File: src/rtl/mux4_rr_arbiter.sv
// Round-robin arbiter sharing one 4:1 mux between four requesters, valid/ready output.
// Define MUX4_ARB_BURST_EN to allow up to BURST_LEN consecutive beats per grant.
module mux4_rr_arbiter #(
  parameter int unsigned DW        = 8,
  parameter int unsigned BURST_LEN = 4
) (
  input  logic            clk,
  input  logic            rst,
  input  logic [3:0]      req,
  input  logic [4*DW-1:0] datain,
  output logic [3:0]      gnt,
  output logic [1:0]      s,
  output logic [DW-1:0]   y,
  output logic            y_valid,
  input  logic            y_ready,
  output logic [3:0]      ack
);

  typedef enum logic {IDLE, BUSY} state_t;

  state_t     r_state, w_state_nxt;
  logic [3:0] r_gnt, w_gnt_nxt;
  logic [1:0] r_s, w_s_nxt;
  logic [1:0] r_ptr, w_ptr_nxt;
  logic       r_valid, w_valid_nxt;
  logic       w_accept;
  logic       w_hold;
  logic       w_new_grant;
  logic [1:0] w_ptr_rot;
  logic [2:0] w_pick_idle, w_pick_rot;

  // Returns {found, index} of the first set bit scanning start, start+1, ... mod 4.
  function automatic logic [2:0] rr_pick(input logic [3:0] cand, input logic [1:0] start);
    logic [2:0] res;
    logic [1:0] idx;
    res = '0;
    for (int unsigned i = 0; i < 4; i++) begin
      idx = start + 2'(i);
      if (!res[2] && cand[idx]) res = {1'b1, idx};
    end
    return res;
  endfunction

  assign w_accept    = r_valid & y_ready;
  assign w_ptr_rot   = r_s + 2'd1;
  assign w_pick_idle = rr_pick(req, r_ptr);
  assign w_pick_rot  = rr_pick(req & ~(4'b0001 << r_s), w_ptr_rot);

`ifdef MUX4_ARB_BURST_EN
  localparam int unsigned CW = ($clog2(BURST_LEN) < 2) ? 2 : $clog2(BURST_LEN);
  logic [CW-1:0] r_beat_cnt;

  assign w_hold = req[r_s] && (r_beat_cnt < CW'(BURST_LEN - 1));

  always_ff @(posedge clk) begin
    if (rst)                      r_beat_cnt <= '0;
    else if (w_new_grant)         r_beat_cnt <= '0;
    else if (w_accept && w_hold)  r_beat_cnt <= r_beat_cnt + 1'b1;
  end
`else
  assign w_hold = 1'b0;
`endif

  always_comb begin
    w_state_nxt = r_state;
    w_gnt_nxt   = r_gnt;
    w_s_nxt     = r_s;
    w_ptr_nxt   = r_ptr;
    w_valid_nxt = r_valid;
    w_new_grant = 1'b0;
    case (r_state)
      IDLE: begin
        if (w_pick_idle[2]) begin
          w_state_nxt = BUSY;
          w_gnt_nxt   = 4'b0001 << w_pick_idle[1:0];
          w_s_nxt     = w_pick_idle[1:0];
          w_valid_nxt = 1'b1;
          w_new_grant = 1'b1;
        end
      end
      BUSY: begin
        // Accept wins over a request dropping in the same cycle.
        if (w_accept) begin
          if (!w_hold) begin
            w_ptr_nxt = w_ptr_rot;
            if (w_pick_rot[2]) begin
              w_gnt_nxt   = 4'b0001 << w_pick_rot[1:0];
              w_s_nxt     = w_pick_rot[1:0];
              w_new_grant = 1'b1;
            end else begin
              w_state_nxt = IDLE;
              w_gnt_nxt   = '0;
              w_valid_nxt = 1'b0;
            end
          end
        end else if (!req[r_s]) begin
          w_state_nxt = IDLE;
          w_gnt_nxt   = '0;
          w_valid_nxt = 1'b0;
        end
      end
      default: begin
        w_state_nxt = IDLE;
        w_gnt_nxt   = '0;
        w_valid_nxt = 1'b0;
      end
    endcase
  end

  always_ff @(posedge clk) begin
    if (rst) begin
      r_state <= IDLE;
      r_gnt   <= '0;
      r_s     <= '0;
      r_ptr   <= '0;
      r_valid <= 1'b0;
    end else begin
      r_state <= w_state_nxt;
      r_gnt   <= w_gnt_nxt;
      r_s     <= w_s_nxt;
      r_ptr   <= w_ptr_nxt;
      r_valid <= w_valid_nxt;
    end
  end

  assign gnt     = r_gnt;
  assign s       = r_s;
  assign y_valid = r_valid;
  assign y       = datain[r_s*DW +: DW];
  assign ack     = r_gnt & {4{w_accept}};

endmodule

File: config.mk
export PLATFORM = sky130hd
export DESIGN_NAME = mux4_rr_arbiter
export DESIGN_NICKNAME = d
export VERILOG_FILES = /design/src/rtl/mux4_rr_arbiter.sv
export SDC_FILE = /design/constraint.sdc
export NUM_CORES = 1
export LEC_CHECK = 0
export BUFFER_PORTS_ARGS = -buffer_cell sky130_fd_sc_hd__clkbuf_2
export CORE_ASPECT_RATIO = 1.25
export CORE_MARGIN = 2
export CORE_UTILIZATION = 44
export CTS_BUF_LIST = sky130_fd_sc_hd__clkbuf_4 sky130_fd_sc_hd__clkbuf_8 sky130_fd_sc_hd__clkbuf_16
export DETAILED_ROUTE_END_ITERATION = 10
export HOLD_SLACK_MARGIN = 0.02
export PLACE_DENSITY_LB_ADDON = 0.15
export SYNTH_ARGS = -nofsm -noshare
export SYNTH_HDL_FRONTEND = slang
export SYNTH_SLANG_ARGS = --single-unit
export TNS_END_PERCENT = 20
File: constraint.sdc
create_clock -name clk -period 3 [get_ports clk]
set_input_delay 0 -clock clk [delete_from_list [all_inputs] [get_ports clk]]
set_output_delay 0 -clock clk [all_outputs]
set_load 0.03 [all_outputs]
# Word level (Yosys, flattened, before mapping)
# Cells that the tools add are included.
[classes]
add_sub_neg = 7
n_mul = 0
n_div = 0
order_cmp = 9
eq_ne = 5
shifts = 4
muxes = 45
bitwise = 5
n_reduce_logical = 16
[ops]
columns = ["operator", "n"]
rows = [
  ["$shiftx 32x6->8", 1],
  ["$lt 2x3->1 const B", 9],
  ["$mux 3", 8],
  ["$bmux 1 s2", 9],
  ["$mux 1", 17],
  ["$mux 4", 4],
  ["$shl 1x2->4 const A", 3],
  ["$add 2x2->2 const B", 4],
  ["$and 4x4->4", 2],
  ["$pmux 4 s2", 1],
  ["$add 2x1->2 const B", 3],
  ["$logic_and 1x1->1", 6],
  ["$logic_not 1->1", 6],
  ["$mux 2", 3],
  ["$ne 3x3->1 const B", 2],
  ["$reduce_and 3->1", 2],
  ["$ne 2x1->1 const B", 2],
  ["$not 4->4", 1],
  ["$pmux 1 s2", 2],
  ["$pmux 2 s2", 1],
  ["$reduce_and 2->1", 2],
  ["$ne 2x2->1 const B", 1],
  ["$and 1x1->1", 1],
  ["$not 1->1", 1],
]
[word_totals]
ff_bits = 10
latchBits = 0
ramBits = 0
romBits = 0
wordCells = 96
n_memories = 0

# Logic depth before layout (Yosys ltp)
# Gate-level depths: netlist of the first run.
[logic_depth]
ltp_word = 19
ltp_mapped = 9
ltp_nobuf = 7

# Worst setup path before layout of the first run
# OpenSTA, ideal clock, no wires.
[synth_path]
path_type = "register to register"
start = "register r_s[0] (netlist: s[0])"
end = "register r_gnt[0] (netlist: gnt[0])"
arrival_ns = 2.350
required_time_ns = 2.925
slack_ns = 0.575
path_stages_with_launch = 10
n_path_buf = 2
period_less_slack_ns = 2.425
cell_sequence = "dfxtp_1 buf_6 buf_2 inv_1 ha_1 nand4bb_1 a31oi_2 nor2_1 or3_1 a31oi_1"
[synth_via]
elab_cells_between_ends = 33
cone_classes = "add/sub (4); eq/ne (1); shift (2); mux (17); bitwise (2); reduce/logical (7)"
[synth_lines]
columns = ["item", "line_no", "source"]
rows = [
  ["from (decl)", "23", "logic [1:0] r_s, w_s_nxt;"],
  ["from (signal assigned)", "120", "r_s <= w_s_nxt;"],
  ["$add 2x1->2 (*)", "45", "assign w_ptr_rot = r_s + 2'd1;"],
  ["named net w_ptr_rot[0]", "29", "logic [1:0] w_ptr_rot;"],
  ["branches (longest 11 deep; another with $add 2x1->2)", "--", ""],
  ["$mux 3 (*)", "39", "if (!res[2] && cand[idx]) res = {1'b1, idx};"],
  ["$shl 1x2->4", "87", "w_gnt_nxt = 4'b0001 << w_pick_rot[1:0];"],
  ["$mux 4 (*)", "86", "if (w_pick_rot[2]) begin"],
  ["$mux 4 (*)", "83", "if (w_accept) begin"],
  ["$pmux 4 s2 (*)", "71", "case (r_state)"],
  ["to (signal assigned)", "119", "r_gnt <= w_gnt_nxt;"],
  ["to (decl)", "22", "logic [3:0] r_gnt, w_gnt_nxt;"],
]
# Mark *: on every way through the listed nets, which the timed path passes. The select of a mux whose other input is x is not followed.
# A chain may end at the register's enable or synchronous reset.

# Worst setup path after layout of the first run
[layout_path]
start = "register r_s[0] (netlist: s[0])"
end = "register r_gnt[2] (netlist: gnt[2])"
[layout_via]
elab_chain_cells = 19
elab_cells_between_ends = 33
cone_classes = "add/sub (4); eq/ne (1); shift (2); mux (17); bitwise (2); reduce/logical (7)"
[layout_lines]
columns = ["item"]
rows = [
  ["branches (longest 19 deep; another with $add 2x1->2)"],
]
# Parallel ways; which one is timed is not known. The select of a mux whose other input is x is not followed.

==> results.py, run 1 <==
metrics = {
    "run_status": {
        "status": "completed",
    },
    "worst_setup_path": {
        "reg2regPathDepth": 7,
        "r2r_slack_ps": 780,
        "cp_max_fo": 16,
        "crit_arrival_ps": 2410,
        "required_ps": 3190,
        "end_kind": "flop",
        "r2r_end": "gnt[2]",
        "endpoint": "gnt[2]",
        "worstReg2RegStart": "s[0]",
        "path_class": "reg2reg",
        "cp-startpoint": "s[0]",
        "worstSetupStartpointType": "flop",
    },
    "power_and_ir_drop": {
        "peakVddDrop_v": 0.000286,
        "power_density_mw_per_mm2": 416,
        "swShare": 0.409,
        "p_seq_frac": 0.283,
        "clock_power_share": 0.229,
        "p_total_uw": 565,
        "p_comb_frac": 0.488,
        "p_switching_uw": 231,
        "leakage_nw": 0.628,
        "p_int_uw": 334,
    },
    "logic_synthesis": {
        "synth.avg_cell_area_sq_um": 9.34,
        "ys_ff_latch": 10,
        "synth_ff_type": "dfxtp_1",
        "synth_cells": 108,
        "ys_warn_count": 0,
        "async_flop_share": 0,
        "syn_area_sq_mm": 0.00101,
        "synth.net_count": 151,
        "yosysSeqAreaShare": 0.199,
        "synth-edff-count": 0,
        "synth.distinct_cells": 43,
    },
    "finish": {
        "fin_cells": 198,
        "final_cell_mix": "57 x clkbuf_2, 10 x nor2_1, 10 x dfxtp_1",
        "drive_above_1_share": 0.491,
        "mostFrequentLayoutCell": "clkbuf_2",
        "area_growth_pct": 34.7,
        "fin_area_sq_mm": 0.00136,
        "final_nets": 211,
        "antenna_cells": 0,
    },
    "placement": {
        "placed_cell_area_sq_mm": 0.00132,
        "gp_congestion": 0.893,
        "place_hpwl_microns": 2240,
        "portBuffers": 57,
        "place_inst": 194,
    },
    "routing": {
        "wl_microns": 2760,
        "viasPerCell": 5.57,
        "dr.pass1.iters": 4,
        "vias": 1103,
        "wl_per_cell_microns": 13.9,
        "drc": 0,
        "ant_nets": 0,
        "drtIter0Drc": 20,
    },
    "clock_network": {
        "htreeDepth": 1,
        "holdBufCountCts": 0,
        "cts_buffer_depth": 2,
        "clock_latency_ps": 280,
        "cts_sinks": 10,
        "cts_tree": "built",
        "cts-resized-gates": 0,
        "cts_made_buffers": 3,
        "cts-root-buf": "clkbuf_4",
        "path_clk_slew_ps": 80,
        "cts_setup_buffers": 0,
    },
    "min_path": {
        "hold_class": "in2reg",
    },
    "global_route": {
        "grt_first_pass_wirelength_microns": 4190,
        "grt-ovfl-total": 0,
        "antenna_found_initial": 0,
        "grt_max_degree": 17,
        "grt_pass1_vias": 1004,
        "grt_usage": 0.209,
    },
    "job": {
        "maxCapViolCount": 0,
    },
    "sta": {
        "hold_viol_final": 0,
        "slew_viol_final": 0,
        "period_share": 0.739,
        "final-setup-viol-count": 0,
        "relSlewSlack": 0.708,
        "fin_tns_setup_ps": 0,
        "grt_setup_unrepaired": "false",
        "fin_crit_ps": 2220,
        "max_freq_mhz": 451,
        "fin_skew_ps": 3.40,
        "worstMarginPinSlew_ps": 437,
    },
    "floorplan": {
        "fp.dieArea_sq_mm": 0.00269,
        "start_util": 0.461,
        "die_x_microns": 46.8,
        "core_sq_mm": 0.00219,
        "ioPinCount": 58,
        "die_height_microns": 57.5,
        "rows": 19,
    },
}
[cells by family (layout without fill, tap and decap cells)]
group | count (synthesis) | after routing | synth area share
compound gates | 30 | 30 | 0.231
buf+inv | 7 | 66 | 0.0360
flops | 10 | 10 | 0.199
mux | 11 | 11 | 0.221
fa+ha+maj | 4 | 4 | 0.0496
simple gates | 46 | 46 | 0.264
[sequential cells by signal, summed over array words and instances (netlist names)]
register,flops
s,2
gnt,4
y_valid,1
r_state,1
r_ptr,2
[cell type report]
type / instances / area, sq um
fillers: 208 / 828
multi-input cells: 91 / 772
repair buffers: 59 / 300
flip-flops and latches: 10 / 200
well taps: 31 / 38.8
clock buffers: 4 / 36.3
inverters: 3 / 11.3
[worst max-delay path, cell delays in order (launching register included)]
cell	delay (ps)
dfxtp_1	500
buf_4	310
ha_1	220
a21boi_2	80
o21ba_1	220
a2111oi_2	440
nand2b_1	120
a311oi_2	240
[metrics by stage]
stage / setup slack (ps) / utilization / hold WS, ps
6_report: 784 / 0.621 / 37.8
2_1_floorplan: 575 / - / 231
3_3_place_gp: 871 / 0.605 / 332
4_1_cts: 782 / 0.621 / 43.0
5_1_grt: 622 / 0.621 / 50.4
3_5_place_dp: 794 / 0.605 / 332
[cells in the mapped netlist, drive strengths merged, types with 2 or more instances]
cell type   n  area (sq um)
mux2i       2          20.0
nand3       2          15.0
and2b       2          15.0
mux4        9           203
o21ai       2          10.0
nor3        4          20.0
nand2b      8          50.1
buf         4          25.0
and3        4          25.0
a311oi      2          23.8
inv         3          11.3
a21oi       9          45.0
dfxtp      10           200
nor2b       2          12.5
a21o        2          15.0
a221oi      2          17.5
nor2       10          37.5
ha          4          50.1
nand3b      2          15.0
nand2       6          22.5
a31oi       3          25.0
a211oi      2          20.0
[power groups by stage]
stage	Sequential, mW	Combinational, mW	Clock, mW
6_report	0.160	0.276	0.129
2_1_floorplan	0.180	0.179	0
4_1_cts	0.160	0.277	0.130
3_5_place_dp	0.163	0.276	0
3_3_place_gp	0.163	0.274	0
5_1_grt	0.162	0.300	0.133
[metal layers]
metal / global-route usage / vias up / routed length (microns)
met5: 0 / - / 0
met4: 0.0833 / 0 / 41
met3: 0.0253 / 5 / 257
met2: 0.366 / 59 / 1320
met1: 0.246 / 503 / 1140
li1: - / 536 / -
[how the worst min path moves through the flow]
stage / from / slack, ps / cells after the start / end
finish: rst / 40 / 2 / gnt[1]
floorplan: y_ready / 230 / 3 / r_state
CTS: rst / 40 / 2 / gnt[1]
global route: rst / 50 / 2 / gnt[1]
global placement: rst / 330 / 2 / gnt[1]
detailed placement: rst / 330 / 2 / gnt[1]
Power figures use the tool's default switching activity.
==> run 2, diff against run 1 <==
--- a/config.mk
+++ b/config.mk
@@ -5,6 +5,7 @@
 export SDC_FILE = /design/constraint.sdc
 export NUM_CORES = 1
 export LEC_CHECK = 0
+export ABC_AREA = 1
 export BUFFER_PORTS_ARGS = -buffer_cell sky130_fd_sc_hd__clkbuf_2
 export CORE_ASPECT_RATIO = 1.25
 export CORE_MARGIN = 2
==> constraint.sdc (replaced) <==
create_clock -name clk -period 1.95 [get_ports clk]
set_input_delay 0 -clock clk [delete_from_list [all_inputs] [get_ports clk]]
set_output_delay 0 -clock clk [all_outputs]
set_load 0.03 [all_outputs]
==> run 2 against run 1 <==
Net effect: non-clock buffer count up 14; die area up 34%; flip-flop and latch count is the same; clock power rose by 53%; setup slack lost 730 ps; wire length is 39% higher; highest routed layer unchanged; worst hold slack better by 330 ps; power grew to 3.4 times the previous value; core utilization grew 2.7 points; critical path depth increased by 5.
==> results.py, run 2 <==
metrics = {
    "run_status": {
        "status": "completed",
    },
    "floorplan": {
        "fp.dieArea_sq_mm": 0.00361,
        "ioPinCount": 58,
        "die_x_microns": 54.1,
        "rows": 22,
        "die_height_microns": 66.7,
        "core_sq_mm": 0.00297,
        "start_util": 0.465,
    },
    "sta": {
        "max_freq_mhz": 529,
        "period_share": 0.970,
        "slew_viol_final": 0,
        "hold_viol_final": 0,
        "relSlewSlack": 0.785,
        "worstMarginPinSlew_ps": 321,
        "grt_setup_unrepaired": "true",
        "fin_crit_ps": 1890,
        "fin_skew_ps": 0.605,
        "final-setup-viol-count": 0,
    },
    "worst_setup_path": {
        "path_class": "reg2reg",
        "required_ps": 2170,
        "cpPeakStageDelay_ps": 420,
        "end_kind": "flop",
        "crit_chain": "inv_8 -> ha_4 -> nand2_1 -> nand2_2 -> nand3_2 -> nand2_4 -> nand4_1 -> nand3_1 -> nand2_1 -> nor2_2 -> nor2_1 -> nor2_1",
        "worstSetupStartpointType": "flop",
        "critPathBufInv": 1,
        "crit_arrival_ps": 2110,
        "crit_family": "simple AND/OR/NAND/NOR gates",
        "cp_max_fo": 8,
        "slowest_stage": "dfxtp_4",
    },
    "routing": {
        "dr.pass1.iters": 4,
        "viasPerCell": 5.12,
        "ant_nets": 0,
        "wl_microns": 3850,
        "drtIter0Drc": 41,
        "drc": 0,
        "wl_per_cell_microns": 10.7,
        "vias": 1838,
    },
    "placement": {
        "place_hpwl_microns": 2970,
        "place_inst": 346,
        "gp_congestion": 0.852,
        "portBuffers": 57,
    },
    "finish": {
        "final_nets": 367,
        "final_cell_mix": "65 x nand2_1, 57 x clkbuf_2, 42 x nor2_1",
        "largest_register_ffs": 4,
        "fin_cells": 359,
        "fin_util": 0.648,
        "mostFrequentLayoutCell": "nand2_1",
        "drive_above_1_share": 0.378,
        "antenna_cells": 0,
        "area_growth_pct": 39.4,
    },
    "clock_network": {
        "cts-root-buf": "clkbuf_4",
        "cts_tree": "built",
        "path_clk_slew_ps": 70,
        "clock_latency_ps": 280,
        "cts_buffer_depth": 2,
        "htreeDepth": 1,
        "cts_made_buffers": 3,
        "cts_sinks": 10,
    },
    "logic_synthesis": {
        "syn_area_sq_mm": 0.00138,
        "synth_cells": 255,
        "ys_warn_count": 0,
        "synth.distinct_cells": 27,
        "synth.area.top_cells": "nand2_1 20%, dfxtp_1 14%, nor2_1 12%",
        "synth_ff_type": "dfxtp_1",
        "async_flop_share": 0,
        "ys_ff_latch": 10,
        "yosysSeqAreaShare": 0.145,
        "synth-edff-count": 0,
        "synth_top_cell_by_area": "nand2_1",
        "synth_most_common_cell": "nand2_1",
        "yosysTopAreaCellShare": 0.198,
        "synth.avg_cell_area_sq_um": 5.42,
        "ys_top_cells_by_count": "73 x nand2_1, 43 x nor2_1, 24 x o21ai_0",
        "synth.net_count": 298,
    },
    "job": {
        "maxCapViolCount": 0,
    },
    "global_route": {
        "grt_first_pass_wirelength_microns": 5900,
        "antenna_found_initial": 0,
        "grt_pass1_vias": 1440,
        "grt-ovfl-total": 0,
        "grt_max_degree": 17,
        "grt_usage": 0.214,
    },
    "min_path": {
        "hold_class": "in2reg",
    },
    "power_and_ir_drop": {
        "leakage_nw": 1.05,
        "peakVddDrop_v": 0.000593,
        "power_density_mw_per_mm2": 998,
    },
}
-- run 2: changes by cell type after synthesis, moves of 20 or more --
cell and change:
nand2_1 +67, nor2_1 +33, o21ai_0 +23, inv_1 +20, nand3_1 +20
-- run 2: worst paths after layout --
path / to / cells past startpoint / startpoint / slack [ps]
hold / removal: r_state / 7 / req[3] / 370
hold reg to reg: gnt[2] / 2 / gnt[2] / 540
setup / recovery: gnt[2] / 12 / s[0] / 60
setup reg to reg: gnt[2] / 12 / s[0] / 60
-- run 2: final cells by class --
class	count	area [sq um]
fillers	301	1050
clock buffers	4	36.3
well taps	36	45.0
inverters	28	124
repair buffers	73	412
multi-input cells	208	1100
flip-flops and latches	10	209
-- run 2: repair_timing --
action	in CTS	in global routing
hold buffers	1	0
gates resized for setup	0	25
buffers inserted	0	9
endpoints found under the hold margin	3	0
setup endpoints to repair	0	7
-- run 2: cell families after synthesis --
family                     Yosys count  synth area share
and+or+nand+nor                    159             0.508
AOI/OAI and AO/OA                   44             0.177
buffers and inverters               37             0.122
DFF                                 10             0.145
adders and majority gates            4            0.0362
xor gates and xnor gates             1            0.0118
-- run 2: worst min-delay path, cell delays in order --
cell	delay, ps
clkbuf_2	140
a21oi_1	80
nand2_1	70
o211ai_2	100
nor2_1	110
o21ai_1	80
inv_1	40
-- run 2: power by group --
group	switching, mW	leakage [nW]	internal (mW)	total [mW]
Sequential	0.0553	0.0843	0.248	0.304
Combinational	0.909	0.942	0.514	1.42
Clock	0.0838	0.0210	0.114	0.198
-- run 2: routing by layer --
metal	vias to the layer above	share of wire	global-route usage
met3	4	0.054	0.0202
met5	-	0	0
met4	0	0.010	0.0563
met1	807	0.41	0.251
met2	66	0.52	0.396
li1	961	-	-
-- run 2: per-stage QoR --
stage	setup TNS, ps	power (mW)	area, sq um	hold WS, ps	setup slack (ps)
2_1_floorplan	-971	1.28	1450	62.7	-179
3_3_place_gp	0	1.53	1740	222	91.6
3_5_place_dp	0	1.53	1740	213	65.1
4_1_cts	0	1.73	1780	350	43.6
5_1_grt	-170	2.09	1930	387	-57.4
6_report	0	1.92	1930	372	58.2
